==> src/rtl/pipe_pkg.sv <==
// Shared widths, payload layouts and occupancy states for pipe_stage_reg.
// Build option PIPE_STAGE_REG_SKID_EN selects the two-entry skid variant.
package pipe_pkg;

    localparam int unsigned IDEX_CTRL_W  = 22;
    localparam int unsigned IDEX_DATA_W  = 175;
    localparam int unsigned EXMEM_CTRL_W = 12;
    localparam int unsigned EXMEM_DATA_W = 106;
    localparam int unsigned MEMWB_CTRL_W = 4;
    localparam int unsigned MEMWB_DATA_W = 69;

    typedef struct packed {
        logic       reg_write;
        logic       mem_write;
        logic       mem_read;
        logic       mem_to_reg;
        logic       alu_src;
        logic       branch;
        logic       jump;
        logic [4:0] alu_type;
        logic [2:0] imm_type;
        logic [2:0] load_type;
        logic [1:0] store_type;
        logic [1:0] csr_op;
    } ctrl_idex_t;

    typedef struct packed {
        logic [31:0] pc;
        logic [31:0] npc;
        logic [31:0] imm;
        logic [4:0]  rs1;
        logic [4:0]  rs2;
        logic [4:0]  rd;
        logic [31:0] rs1_val;
        logic [31:0] rs2_val;
    } data_idex_t;

    typedef enum logic [1:0] {
        ST_EMPTY = 2'd0,
        ST_MAIN  = 2'd1,
        ST_BOTH  = 2'd2
    } state_t;

endpackage

==> src/rtl/sat_counter.sv <==
// Saturating up-counter with synchronous clear.
// Holds at all-ones once reached until cleared.
module sat_counter #(
    parameter int unsigned CNT_W = 16
) (
    input  logic             clk,
    input  logic             clear,
    input  logic             inc,
    output logic [CNT_W-1:0] cnt
);

    localparam logic [CNT_W-1:0] ONE = {{(CNT_W-1){1'b0}}, 1'b1};

    logic [CNT_W-1:0] cnt_q;
    logic [CNT_W-1:0] cnt_d;

    always_comb begin
        cnt_d = cnt_q;
        if (inc && (cnt_q != {CNT_W{1'b1}})) begin
            cnt_d = cnt_q + ONE;
        end
    end

    always_ff @(posedge clk) begin
        if (clear) begin
            cnt_q <= '0;
        end else begin
            cnt_q <= cnt_d;
        end
    end

    assign cnt = cnt_q;

endmodule

==> src/rtl/pipe_stage_reg.sv <==
// Generic valid/ready pipeline stage register with flush and stall counter.
// Define PIPE_STAGE_REG_SKID_EN for a registered-ready two-entry skid buffer.
module pipe_stage_reg
    import pipe_pkg::*;
#(
    parameter int unsigned CTRL_W     = IDEX_CTRL_W,
    parameter int unsigned DATA_W     = IDEX_DATA_W,
    parameter int unsigned CLEAR_DATA = 1,
    parameter int unsigned CNT_W      = 16
) (
    input  logic              clk,
    input  logic              rst,
    input  logic              flush,
    input  logic              in_valid,
    output logic              in_ready,
    input  logic [CTRL_W-1:0] in_ctrl,
    input  logic [DATA_W-1:0] in_data,
    output logic              out_valid,
    input  logic              out_ready,
    output logic [CTRL_W-1:0] out_ctrl,
    output logic [DATA_W-1:0] out_data,
    output logic [1:0]        occupancy,
    output logic [CNT_W-1:0]  stall_cnt
);

    state_t            state_q;
    state_t            state_d;
    logic [CTRL_W-1:0] ctrl_q;
    logic [CTRL_W-1:0] ctrl_d;
    logic [DATA_W-1:0] data_q;
    logic [DATA_W-1:0] data_d;
    logic              valid_w;
    logic              accept;
    logic              drain;

    assign valid_w = (state_q != ST_EMPTY);
    assign accept  = in_valid && in_ready;
    assign drain   = valid_w && out_ready;

`ifdef PIPE_STAGE_REG_SKID_EN
    logic [CTRL_W-1:0] skid_ctrl_q;
    logic [CTRL_W-1:0] skid_ctrl_d;
    logic [DATA_W-1:0] skid_data_q;
    logic [DATA_W-1:0] skid_data_d;
    logic              rdy_q;
    logic              rdy_d;

    assign in_ready  = rdy_q;
    assign occupancy = {state_q == ST_BOTH, state_q == ST_MAIN};
`else
    assign in_ready  = !valid_w || out_ready;
    assign occupancy = {1'b0, valid_w};
`endif

    always_comb begin
        state_d = state_q;
        ctrl_d  = ctrl_q;
        data_d  = data_q;
`ifdef PIPE_STAGE_REG_SKID_EN
        skid_ctrl_d = skid_ctrl_q;
        skid_data_d = skid_data_q;
        rdy_d       = rdy_q;
`endif
        if (flush) begin
            // Any same-cycle accept is dropped here on purpose.
            state_d = ST_EMPTY;
            ctrl_d  = '0;
            if (CLEAR_DATA != 0) begin
                data_d = '0;
            end
`ifdef PIPE_STAGE_REG_SKID_EN
            skid_ctrl_d = '0;
            if (CLEAR_DATA != 0) begin
                skid_data_d = '0;
            end
            rdy_d = 1'b1;
`endif
        end else begin
            unique case (state_q)
                ST_EMPTY: begin
                    if (accept) begin
                        state_d = ST_MAIN;
                        ctrl_d  = in_ctrl;
                        data_d  = in_data;
                    end
                end
                ST_MAIN: begin
                    if (accept && drain) begin
                        ctrl_d = in_ctrl;
                        data_d = in_data;
                    end else if (drain) begin
                        state_d = ST_EMPTY;
                        ctrl_d  = '0;
`ifdef PIPE_STAGE_REG_SKID_EN
                    end else if (accept) begin
                        state_d     = ST_BOTH;
                        skid_ctrl_d = in_ctrl;
                        skid_data_d = in_data;
                        rdy_d       = 1'b0;
`endif
                    end
                end
`ifdef PIPE_STAGE_REG_SKID_EN
                ST_BOTH: begin
                    if (drain) begin
                        state_d     = ST_MAIN;
                        ctrl_d      = skid_ctrl_q;
                        data_d      = skid_data_q;
                        skid_ctrl_d = '0;
                        rdy_d       = 1'b1;
                    end
                end
`endif
                default: begin
                    state_d = ST_EMPTY;
                    ctrl_d  = '0;
                end
            endcase
        end
    end

    always_ff @(posedge clk) begin
        if (rst) begin
            state_q <= ST_EMPTY;
            ctrl_q  <= '0;
            data_q  <= '0;
        end else begin
            state_q <= state_d;
            ctrl_q  <= ctrl_d;
            data_q  <= data_d;
        end
    end

`ifdef PIPE_STAGE_REG_SKID_EN
    always_ff @(posedge clk) begin
        if (rst) begin
            skid_ctrl_q <= '0;
            skid_data_q <= '0;
            rdy_q       <= 1'b1;
        end else begin
            skid_ctrl_q <= skid_ctrl_d;
            skid_data_q <= skid_data_d;
            rdy_q       <= rdy_d;
        end
    end
`endif

    assign out_valid = valid_w;
    assign out_ctrl  = ctrl_q;
    assign out_data  = data_q;

    sat_counter #(
        .CNT_W(CNT_W)
    ) u_stall_cnt (
        .clk  (clk),
        .clear(rst),
        .inc  (valid_w && !out_ready),
        .cnt  (stall_cnt)
    );

endmodule
==> config.mk <==
export PLATFORM = sky130hd
export DESIGN_NAME = pipe_stage_reg
export DESIGN_NICKNAME = d
export VERILOG_FILES = /design/src/rtl/pipe_pkg.sv /design/src/rtl/sat_counter.sv /design/src/rtl/pipe_stage_reg.sv
export SDC_FILE = /design/constraint.sdc
export NUM_CORES = 1
export LEC_CHECK = 0
export BUFFER_PORTS_ARGS = -buffer_cell sky130_fd_sc_hd__buf_2
export CAP_MARGIN = 15
export CORE_AREA = 2 2 163 165
export CTS_BUF_LIST = sky130_fd_sc_hd__clkbuf_4
export DETAILED_ROUTE_END_ITERATION = 8
export DIE_AREA = 0 0 165 167
export GPL_TIMING_DRIVEN = 1
export PLACE_DENSITY = 0.71
export SETUP_SLACK_MARGIN = 0.2
export SLEW_MARGIN = 20
export SYNTH_ARGS = -nofsm -noshare
export SYNTH_HDL_FRONTEND = slang
export SYNTH_HIERARCHICAL = 1
export SYNTH_SLANG_ARGS = --single-unit
export TNS_END_PERCENT = 5
==> constraint.sdc <==
create_clock -name clk -period 1.5 [get_ports clk]
set_input_delay 0.075 -clock clk [delete_from_list [all_inputs] [get_ports clk]]
set_output_delay 0.075 -clock clk [all_outputs]
set_load 0.005 [all_outputs]
After elaboration in Yosys (flattened, before gate mapping)

Cells that the tools add are included.

Flip-flop bits (word level): 215
Bits in latches: 0
Memory bits (writable): 0
Memory bits (read-only): 0
Input bits: 202
Output and inout port bits: 217
Word-level logic and storage cells: 38
Memories: 0

Add/subtract/negate cells: 1
Multiply operators: 0
Divide/modulo/power cells: 0
Order comparisons: 0
Equality and inequality tests: 7
Shift operators: 0
Multiplexer cells: 11
Bitwise gates (word level): 0
Reductions and logical operators: 15

Operators by type and width:

| kind                                          | count |
|---|---|
| two-way mux 175 bit                           | 2 |
| one-hot mux 175 bit (2 select lines)          | 1 |
| two-way mux 22 bit                            | 3 |
| one-hot mux 22 bit (2 select lines)           | 1 |
| adder 16 x 1 -> 16 bit, second input constant | 1 |
| != test 16 bit, second input constant         | 1 |
| != test 2 bit, second input constant          | 4 |
| two-way mux 2 bit                             | 3 |
| AND reduction 3 bit                           | 2 |
| logical AND 1 bit                             | 5 |
| one-hot mux 2 bit (2 select lines)            | 1 |
| nonzero test 2 bit                            | 2 |
| != test 3 bit, second input constant          | 1 |
| == test 2 x 1 -> 1 bit, second input constant | 1 |
| logical NOT 1 bit                             | 2 |
| logical NOT 2 bit                             | 1 |
| AND reduction 2 bit                           | 1 |
| OR reduction 2 bit                            | 1 |
| logical OR 1 bit                              | 1 |

Depth between registers and ports, before layout

Gate-level depths: netlist of run 1.

Depth in word-level cells: 7
Mapped depth: 6
Depth with buffers taken out: 5

Cells and area by module

The synthesis of run 1 kept the hierarchy.

Modules (own cells, without submodules):

| module         | instances | cells each | area each (µm²) | seq. area each (µm²) |
|---|---|---|---|---|
| pipe_stage_reg | 1         | 820        | 7840.0          | 3963.8 |
| sat_counter    | 1         | 99         | 848.3           | 320.3 |

Worst setup path before layout of run 1

OpenSTA, ideal clock, no wires.

Path kind: register to register
From: register u_stall_cnt.cnt_q[5] (netlist: u_stall_cnt/cnt[5])
To: register u_stall_cnt.cnt_q[15] (netlist: u_stall_cnt/cnt[15])
Setup time: 0.070 ns
Arrival time: 1.549 ns
Data required time: 1.430 ns
Path slack: -0.119 ns
Cell stages (with the launch flop): 5
Path buffers: 0
Period minus slack after synthesis: 1.619 ns
Cell sequence: dfxtp_1 nand4_4 or4_1 or4_1 a21oi_1

Longest elaborated chain between the ends: 2
Elaborated cells between the ends (all ways): 3
Those cells by class: add/sub (1); eq/ne (1); reduce/logical (1)

RTL lines:

| element                                                                        | line              | source |
|---|---|---|
| start, declared                                                                | sat_counter.sv:14 | `logic [CNT_W-1:0] cnt_q;` |
| start signal, assigned                                                         | sat_counter.sv:28 | `cnt_q <= cnt_d;` |
| parallel branches: the longest is 2 deep, another holds adder 16 x 1 -> 16 bit | -                 |  |

Parallel ways; which one is timed is not known.
A chain may end at the register's enable or synchronous reset.

Worst setup path in the final report of run 1

From: register state_q[0]
To: register data_q[51] (netlist: out_data[51])

Longest elaborated chain between the ends: 7
Elaborated cells between the ends (all ways): 13
Those cells by class: eq/ne (3); mux (1); reduce/logical (9)

RTL lines:

| element                              | line                  | source |
|---|---|---|
| start, declared                      | pipe_stage_reg.sv:26  | `state_t state_q;` |
| start signal, assigned               | pipe_stage_reg.sv:128 | `state_q <= state_d;` |
| nonzero test 2 bit                   | pipe_stage_reg.sv:36  | `assign valid_w = (state_q != ST_EMPTY);` |
| logical NOT 1 bit                    | pipe_stage_reg.sv:51  | `assign in_ready = !valid_w \|\| out_ready;` |
| logical OR 1 bit                     | pipe_stage_reg.sv:51  |  |
| logical AND 1 bit                    | pipe_stage_reg.sv:37  | `assign accept = in_valid && in_ready;` |
| logical AND 1 bit                    | pipe_stage_reg.sv:88  | `if (accept && drain) begin` |
| != test 2 bit (no source line)       | -                     |  |
| AND reduction 3 bit (no source line) | -                     |  |
| end signal, assigned                 | pipe_stage_reg.sv:130 | `data_q <= data_d;` |
| end, declared                        | pipe_stage_reg.sv:30  | `logic [DATA_W-1:0] data_q;` |

Several ways; a longest one is shown, not always the timed one.

==> results of run 1 <==
-- cells in the final DEF (no fill, tap or decap), types with 5 or more instances in the layout --
master,Yosys,final
clkbuf_4,0,88
clkinv_1,0,7
nand2_1,356,354
buf_2,34,403
a22o_1,22,22
nor2_1,7,7
buf_12,0,15
dfxtp_4,0,11
dlygate4sd3_1,0,235
mux2i_2,0,6
o31ai_2,0,5
buf_4,4,63
dfxtp_2,0,22
a21oi_1,11,9
buf_6,6,36
dfxtp_1,214,181
mux2i_1,176,170
-- layer usage --
metal,part of all wire,vias up
met4,0.058,0
met3,0.081,160
met5,0,-
li1,-,4579
met1,0.37,4586
met2,0.49,519
-- layout make-up --
| cell class | count | area [um^2] |
|---|---|---|
| fillers | 1899 | 10500 |
| repair buffers | 761 | 5720 |
| flip-flops and latches | 214 | 4350 |
| multi-input cells | 632 | 4030 |
| clock buffers | 88 | 661 |
| well taps | 335 | 419 |
| clock inverters | 11 | 77.6 |
| inverters | 5 | 21.3 |
| diodes | 1 | 2.50 |
-- power groups by stage --
stage          logic, mW  registers [mW]  clock network, mW
2_1_floorplan      0.676            6.09                  0
3_3_place_gp        1.30            6.07                  0
3_5_place_dp        1.31            6.07                  0
4_1_cts             1.79            5.95               5.45
5_1_grt             2.12            5.97               5.76
6_report            2.00            5.95               5.34
-- per-stage QoR --
step           area [um^2]  hold WS, ns  setup TNS (ns)
3_3_place_gp         11500        0.284          -0.223
2_1_floorplan         8730        0.200        -0.00763
4_1_cts              14800       0.0222           -1.27
5_1_grt              15300       0.0573          -13.02
3_5_place_dp         11500        0.294          -0.477
6_report             15300        0.122           -3.92
-- repair_timing --
action | CTS | global route
gates cloned | 0 | 4
gates resized for setup | 48 | 66
setup buffers | 4 | 17
pin swaps | 46 | 15
hold buffers | 236 | 0
endpoints found under the hold margin | 214 | 0
endpoints found under the setup margin | 227 | 283
-- synth_stat cells, drive strengths merged, types with 2 or more instances --
library cell,number
o21a,2
nor2b,3
a21oi,11
clkbuf,7
nand4,4
nor2,9
nor3,5
mux2i,176
nor4,3
a22o,22
o21ai,4
or3,3
nand3,6
buf,61
or4,7
nand2,357
dfxtp,214
inv,5
o31ai,6
and4,3
xnor2,2
-- state kept, by name (all words and copies together), names as in the netlist --
signal	cells
state_q	1
u_stall_cnt/cnt	16
out_data	175
out_ctrl	22
-- worst max-delay path: stages, from the launching register on --
cell and delay [ns]:
dfxtp_2 0.32, nor2b_4 0.13, buf_6 0.12, buf_8 0.13, nor2_8 0.15, buf_12 0.18, buf_12 0.15, buf_8 0.12
mux2i_1 0.20
-- final timing paths --
| path | start | endpoint | slack, ns | cells past startpoint |
|---|---|---|---|---|
| min | rst | out_ctrl[17] | 0.12 | 5 |
| max | state_q[0] | out_data[51] | -0.13 | 8 |
| min reg2reg | out_data[111] | out_data[111] | 0.45 | 2 |
| max reg2reg | state_q[0] | out_data[51] | -0.13 | 8 |
-- cells by family after synthesis --
group / synth area share
AOI/OAI and AO/OA: 0.0406
xor gates and xnor gates: 0.00202
adders and majority gates: 0.00144
buffers and inverters: 0.0641
DFF: 0.493
muxes: 0.204
other: 0.000432
and+or+nand+nor: 0.194
==> impl_results.md, run 1 <==
- Outcome: complete, but fails checks
- Failing checks: negative setup slack
- Final Skew: 0.0536 ns
- Die ar.: approximately 28,000 um^2
- CP arrival: between 2 and 2.5 ns
- Chip width: approximately 170 um
- Switch share: 0.261
- Vias in the first global route: slightly above 10,000
- Fraction of layout cells with a size suffix above 1: 0.404
- CTS tree: yes
- Total chip power: roughly 13 mW
- Synth area leaders: dfxtp_1, mux2i_1, nand2_1
- Post-layout min period: between 1.5 and 2 ns
- Number of library cell types mapped by synthesis: between 40 and 50
- Final Hold Fails: 0
- Mapped cell area: between 8000 and 9000 um^2
- Critical path launch point type: register
- # rows: slightly below 60
- Worst-path fanout max: 8
- CP required: 2.04 ns
- Initial core utilization: 0.337
- Syn-to-layout area delta: 76.0%
- DRC: 0
- DR iter-0 viols: approximately 700
- Syn avg cell area: approximately 9.5 um^2
- Post-route insts no fill: roughly 2,000
- Worst-case vdd ir drop: 0.593 mV
- Synth Flop Type: dfxtp_1
- Worst slack, placed: -0.0907 ns
- Die Ht: 167 um
- Antenna Nets Post-Route: 0
- Asr flop ratio synth: 0
- EDFF count, synth: 0
- Core box area: roughly 26,000 um^2
- CTS Buffer Depth: 3
- Vias per cell: 4.81
- Total GRT Usage: 0.224
- Grt total ovfl: 0
- Htree depth: 2
- Period utilisation layout: 1.08
- Clk network pwr share: 0.402
- Setup Viol. Count Final: 110
- DR vias: 9,844
- Synth area leader: dfxtp_1
- RSZ-0062 raised after global routing: yes
- Worst setup margin: -0.126 ns
- Comb pwr share: 0.150
- Net Sw Power: approximately 3.5 mW
- Seq/Total Area, Yosys: 0.493
- First-pass GRT wire length: approximately 50,000 um
- Seq pwr share: 0.448
- Hpwl dp: roughly 18,000 um
- Worst setup EP type: register
- Met2 Use GR: 0.404
- Final Util: 0.593
- Seq cells post-synth: ~210
- Largest net degree at the start of global routing: 50
- Worst hold path type: primary input to register
- DR WL/cell: 17.2 um
- Ys Warns: 6
- Met3 GRT Util: 0.0655
- RD Place Congestion: about 0.87
- Wirelength, routed: approximately 35,000 um
- Num CTS Buffers: 57
- TritonCTS Sinks: approximately 210
- # IOs: 419
- Met1 GRT Util: 0.223
- TritonRoute pass-1 iters: 6
- P_leak: 7.30 nW
- Power density of the placed cells: between 800 and 900 nW/um^2
- Initial antenna violation count: 1
- Clock Latency Late Sink: about 0.66 ns
- Maxcap violations: 0
- Mapped Cells: about 920
- Root Buffer: clkbuf_4
- Nets: around 1,900
- P_int: between 9 and 10 mW
- Slew Limit Fails: 0
- Kind of critical path: register to register
- Share of the synthesized area in the top cell type: 0.493
- Fmax: just over 600 MHz
- Port bufs: roughly 420
- Dpl cells: 1,686
- Gr busiest metal: met2
- Synthesized Nets: 1,122
- Clock transition at path regs: 0.07 ns
Power figures use the tool's default switching activity.
==> inputs of run 2 (changes only) <==
Settings changed: BUFFER_PORTS_ARGS -buffer_cell sky130_fd_sc_hd__buf_2 to unset, DONT_BUFFER_PORTS set to 1, PLACE_DENSITY 0.71 to 0.56, SETUP_SLACK_MARGIN 0.2 to 0.02.
==> run 2 against run 1 <==
Effect of this change: synthesized cell count unchanged; the flow now stops in clock tree synthesis (4_1_cts); area after synthesis unchanged.
==> impl_results.md, run 2 <==
- Port bufs: 0 (-100%)
- Hpwl dp: 16,700 um (-8.1%)
- TritonCTS Sinks: 214 (unchanged)
- Htree depth: 2 (unchanged)
- Mapped Cells: 919 (unchanged)
- Die Ht: 167 um (unchanged)
- Mapped cell area: 8690 um^2 (unchanged)
- Syn avg cell area: 9.45 um^2 (unchanged)
- Err: [ERROR RSZ-0060] Max buffer count reached.
- XOR/XNOR Fraction of Synth Area: 0.00202 (unchanged)
- CTS Buffer Depth: 3 (unchanged)
- Chip width: 165 um (unchanged)
- Post-CTS Hold Fix Bufs: 272 (+15%)
- Synth Area in Adders: 0.00144 (unchanged)
- EDFF count, synth: 0 (unchanged)
- Top cells by count, synth: nand2_1, dfxtp_1, mux2i_1, buf_2, a22o_1
- # IOs: 419 (unchanged)
- Most common cell in the netlist: nand2_1
- Last stage: clock tree synthesis (4_1_cts)
- Seq/Total Area, Yosys: 0.493 (unchanged)
- Post-Synth Simple-Gate Area: 0.194 (unchanged)
- Asr flop ratio synth: 0 (unchanged)
- Post-CTS Setup Repair Bufs: 1 (-3)
- # rows: 59 (unchanged)
- Ys Warns: 6 (unchanged)
- Mux cell area share after synthesis: 0.204 (unchanged)
- Num CTS Buffers: 57 (unchanged)
- Number of library cell types mapped by synthesis: 42 (unchanged)
- Synth Flop Type: dfxtp_1
- Share of the synthesized area in the top cell type: 0.493 (unchanged)
- Synth area leader: dfxtp_1
- RD Place Congestion: 0.785 (-10%)
- Compound-Gate Fraction of Synth Area: 0.0406 (unchanged)
- Synth area leaders: dfxtp_1, mux2i_1, nand2_1
- Largest family of logic cells by synthesized area: multiplexers
- Seq cells post-synth: 214 (unchanged)
- Initial core utilization: 0.337 (unchanged)
- Outcome: did not finish
- Cell Area, Placed: 9330 um^2 (-19%)
- Root Buffer: clkbuf_4
- Post_cts resized: 14 (-71%)
- Synthesized Nets: 1,122 (unchanged)
==> run 2: per-stage QoR <==
step	setup slack (ns)	cells	hold slack [ns]
floorplan	-0.00763	919	0.200
global placement	-0.0741	1257	0.140
detailed placement	-0.0707	1257	0.140
==> run 2: cell families after synthesis <==
logic type | after synthesis
simple gates | 404
flops | 214
mux | 177
buf+inv | 73
compound gates | 47
xor+xnor | 2
fa+ha+maj | 1
other cells | 1
==> inputs of run 3 (changes only) <==
Settings changed: CORE_AREA 2 2 163 165 to unset, CORE_MARGIN set to 2, CORE_UTILIZATION set to 28, CTS_BUF_LIST sky130_fd_sc_hd__clkbuf_4 to unset, DIE_AREA 0 0 165 167 to unset, PLACE_DENSITY 0.56 to unset, PLACE_DENSITY_LB_ADDON set to 0.15, SETUP_SLACK_MARGIN 0.02 to unset.
Clock period 1.5 ns to 1.95 ns, I/O delays scaled along.
==> run 3 against run 2 <==
Effect of this change: the flow now finishes without violations.
==> impl_results.md, run 3 (synthesized netlist as in run 1, its figures left out) <==
- Outcome: completed
- DR WL/cell: 16.0 um
- Clock Latency Late Sink: slightly above 0.5 ns
- # IOs: 419 (unchanged)
- Post-layout min period: approximately 1.8 ns
- Initial antenna violation count: 1
- Kind of critical path: register to register
- Post-CTS Hold Fix Bufs: 205 (-25%)
- Fmax: 552 MHz
- Port bufs: 0 (unchanged)
- CTS tree: yes
- Max_slew headroom: 0.537
- Hpwl dp: 16,900 um (+1.2%)
- First-pass GRT wire length: about 38,000 um
- Period utilisation layout: 0.929
- RD Place Congestion: 0.739 (-5.9%)
- Maxcap violations: 0
- Power density of the placed cells: about 850 nW/um^2
- Delay-heaviest family, CP: simple AND/OR/NAND/NOR gates
- Worst r2r src: u_stall_cnt/cnt[5]
- Worst slack, placed: 0.214 ns (+0.285 ns)
- Post_cts resized: 0 (-14)
- DR iter-0 viols: 222
- # rows: 64 (+8.5%)
- Grt total ovfl: 0
- Reg2reg setup slack: about 0.14 ns
- Setup Viol. Count Final: 0
- Die ar.: around 32,000 um^2
- Crit-path cells: nand4_4 > or4_1 > or4_1 > a21oi_1
- RSZ-0062 raised after global routing: no
- Slew Limit Fails: 0
- Num CTS Buffers: 25 (-56%)
- Syn-to-layout area delta: 37.2%
- Final Hold Fails: 0
- Most used cell, CP: or4_1
- Leading cell type in the layout, fill and taps excluded: nand2_1
- Worst setup EP type: register
- Largest net degree at the start of global routing: between 80 and 90
- Vias in the first global route: roughly 7,000
- Setup crit start: u_stall_cnt/cnt[5]
- DRC: 0
- Nets: about 1,300
- Total GRT Usage: 0.142
- Initial core utilization: 0.284 (-0.0532)
- Hold path start: flush
- P_leak: about 4.8 nW
- Crit path largest cell delay: 0.50 ns
- Final Skew: ~0.0042 ns
- CP Buf/Inv Count: 0
- Final Util: 0.390
- Die Ht: 180 um (+7.9%)
- Most frequent cells in the layout: nand2_1, dfxtp_1, dlygate4sd3_1, mux2i_1, clkbuf_16
- DR vias: between 6,000 and 7,000
- Critical path launch point type: register
- CP arrival: 2.24 ns
- Clock transition at path regs: 0.06 ns
- Worst hold path type: primary input to register
- TritonCTS Sinks: 214 (unchanged)
- CP required: approximately 2.4 ns
- Fraction of layout cells with a size suffix above 1: 0.0722
- Hold WS: around 0.012 ns
- Core box area: 30,600 um^2
- Slowest CP cell: dfxtp_1
- Wirelength, routed: ~24,000 um
- CTS Buffer Depth: 3 (unchanged)
- Setup TNS: 0 ns
- Worst-case vdd ir drop: around 0.53 mV
- Max reg flops: about 180
- Fill cells: 3,014
- Post-CTS Setup Repair Bufs: 0 (-1)
- Area of the multi-input gates: slightly below 4000 um^2
- Antenna Nets Post-Route: 0
- Seq. cell area: around 4300 um^2
- Worst setup margin: approximately 0.14 ns
- TritonRoute pass-1 iters: 4
- Worst-path fanout max: 7
- Chip width: 180 um (+9.2%)
- Total chip power: 10.2 mW
- Htree depth: 1 (-1)
- Worst Max-Slew Pin Slew: ~0.69 ns
- Vias per cell: 4.54
- Root Buffer: clkbuf_16
run 3: path summary, 6_finish.rpt:
| check | cells after the start | end |
|---|---|---|
| max reg2reg | 4 | u_stall_cnt/cnt[15] |
| min | 4 | out_data[5] |
| max | 4 | u_stall_cnt/cnt[15] |
| min reg2reg | 2 | out_data[135] |
run 3: where the power goes:
group          switching, mW  total (mW)  leakage, nW  internal (mW)
Sequential             0.126        4.64         1.74           4.52
Combinational          0.411       0.934         2.62          0.524
Clock                   1.79        4.58        0.399           2.79
Total                   2.33        10.2         4.76           7.83
run 3: layout make-up:
class,count,share of cell area
Clock buffer,36,0.0601
Sequential cell,214,0.359
Clock inverter,7,0.00714
Tap cell,396,0.0416
Multi-Input combinational cell,632,0.323
Antenna cell,1,0.000210
Timing Repair Buffer,241,0.207
Inverter,5,0.00157
run 3: worst min-delay path, stage by stage:
cell,delay [ns]
nor2_4,0.03
buf_12,0.17
nand2_1,0.10
mux2i_1,0.05
run 3: layer usage:
layer  routed length [um]  vias up  GRT usage
met3                 2700       49     0.0596
met1                 9250     3146      0.155
met2                11800      322      0.246
met4                  708        0     0.0477
li1                     -     3437          -
met5                    0        -          0
run 3: stage by stage:
stage,cells,cell area [um^2]
2_1_floorplan,919,8690
3_3_place_gp,1283,9070
3_5_place_dp,1283,9070
4_1_cts,1531,11900
5_1_grt,1532,11900
6_report,1532,11900
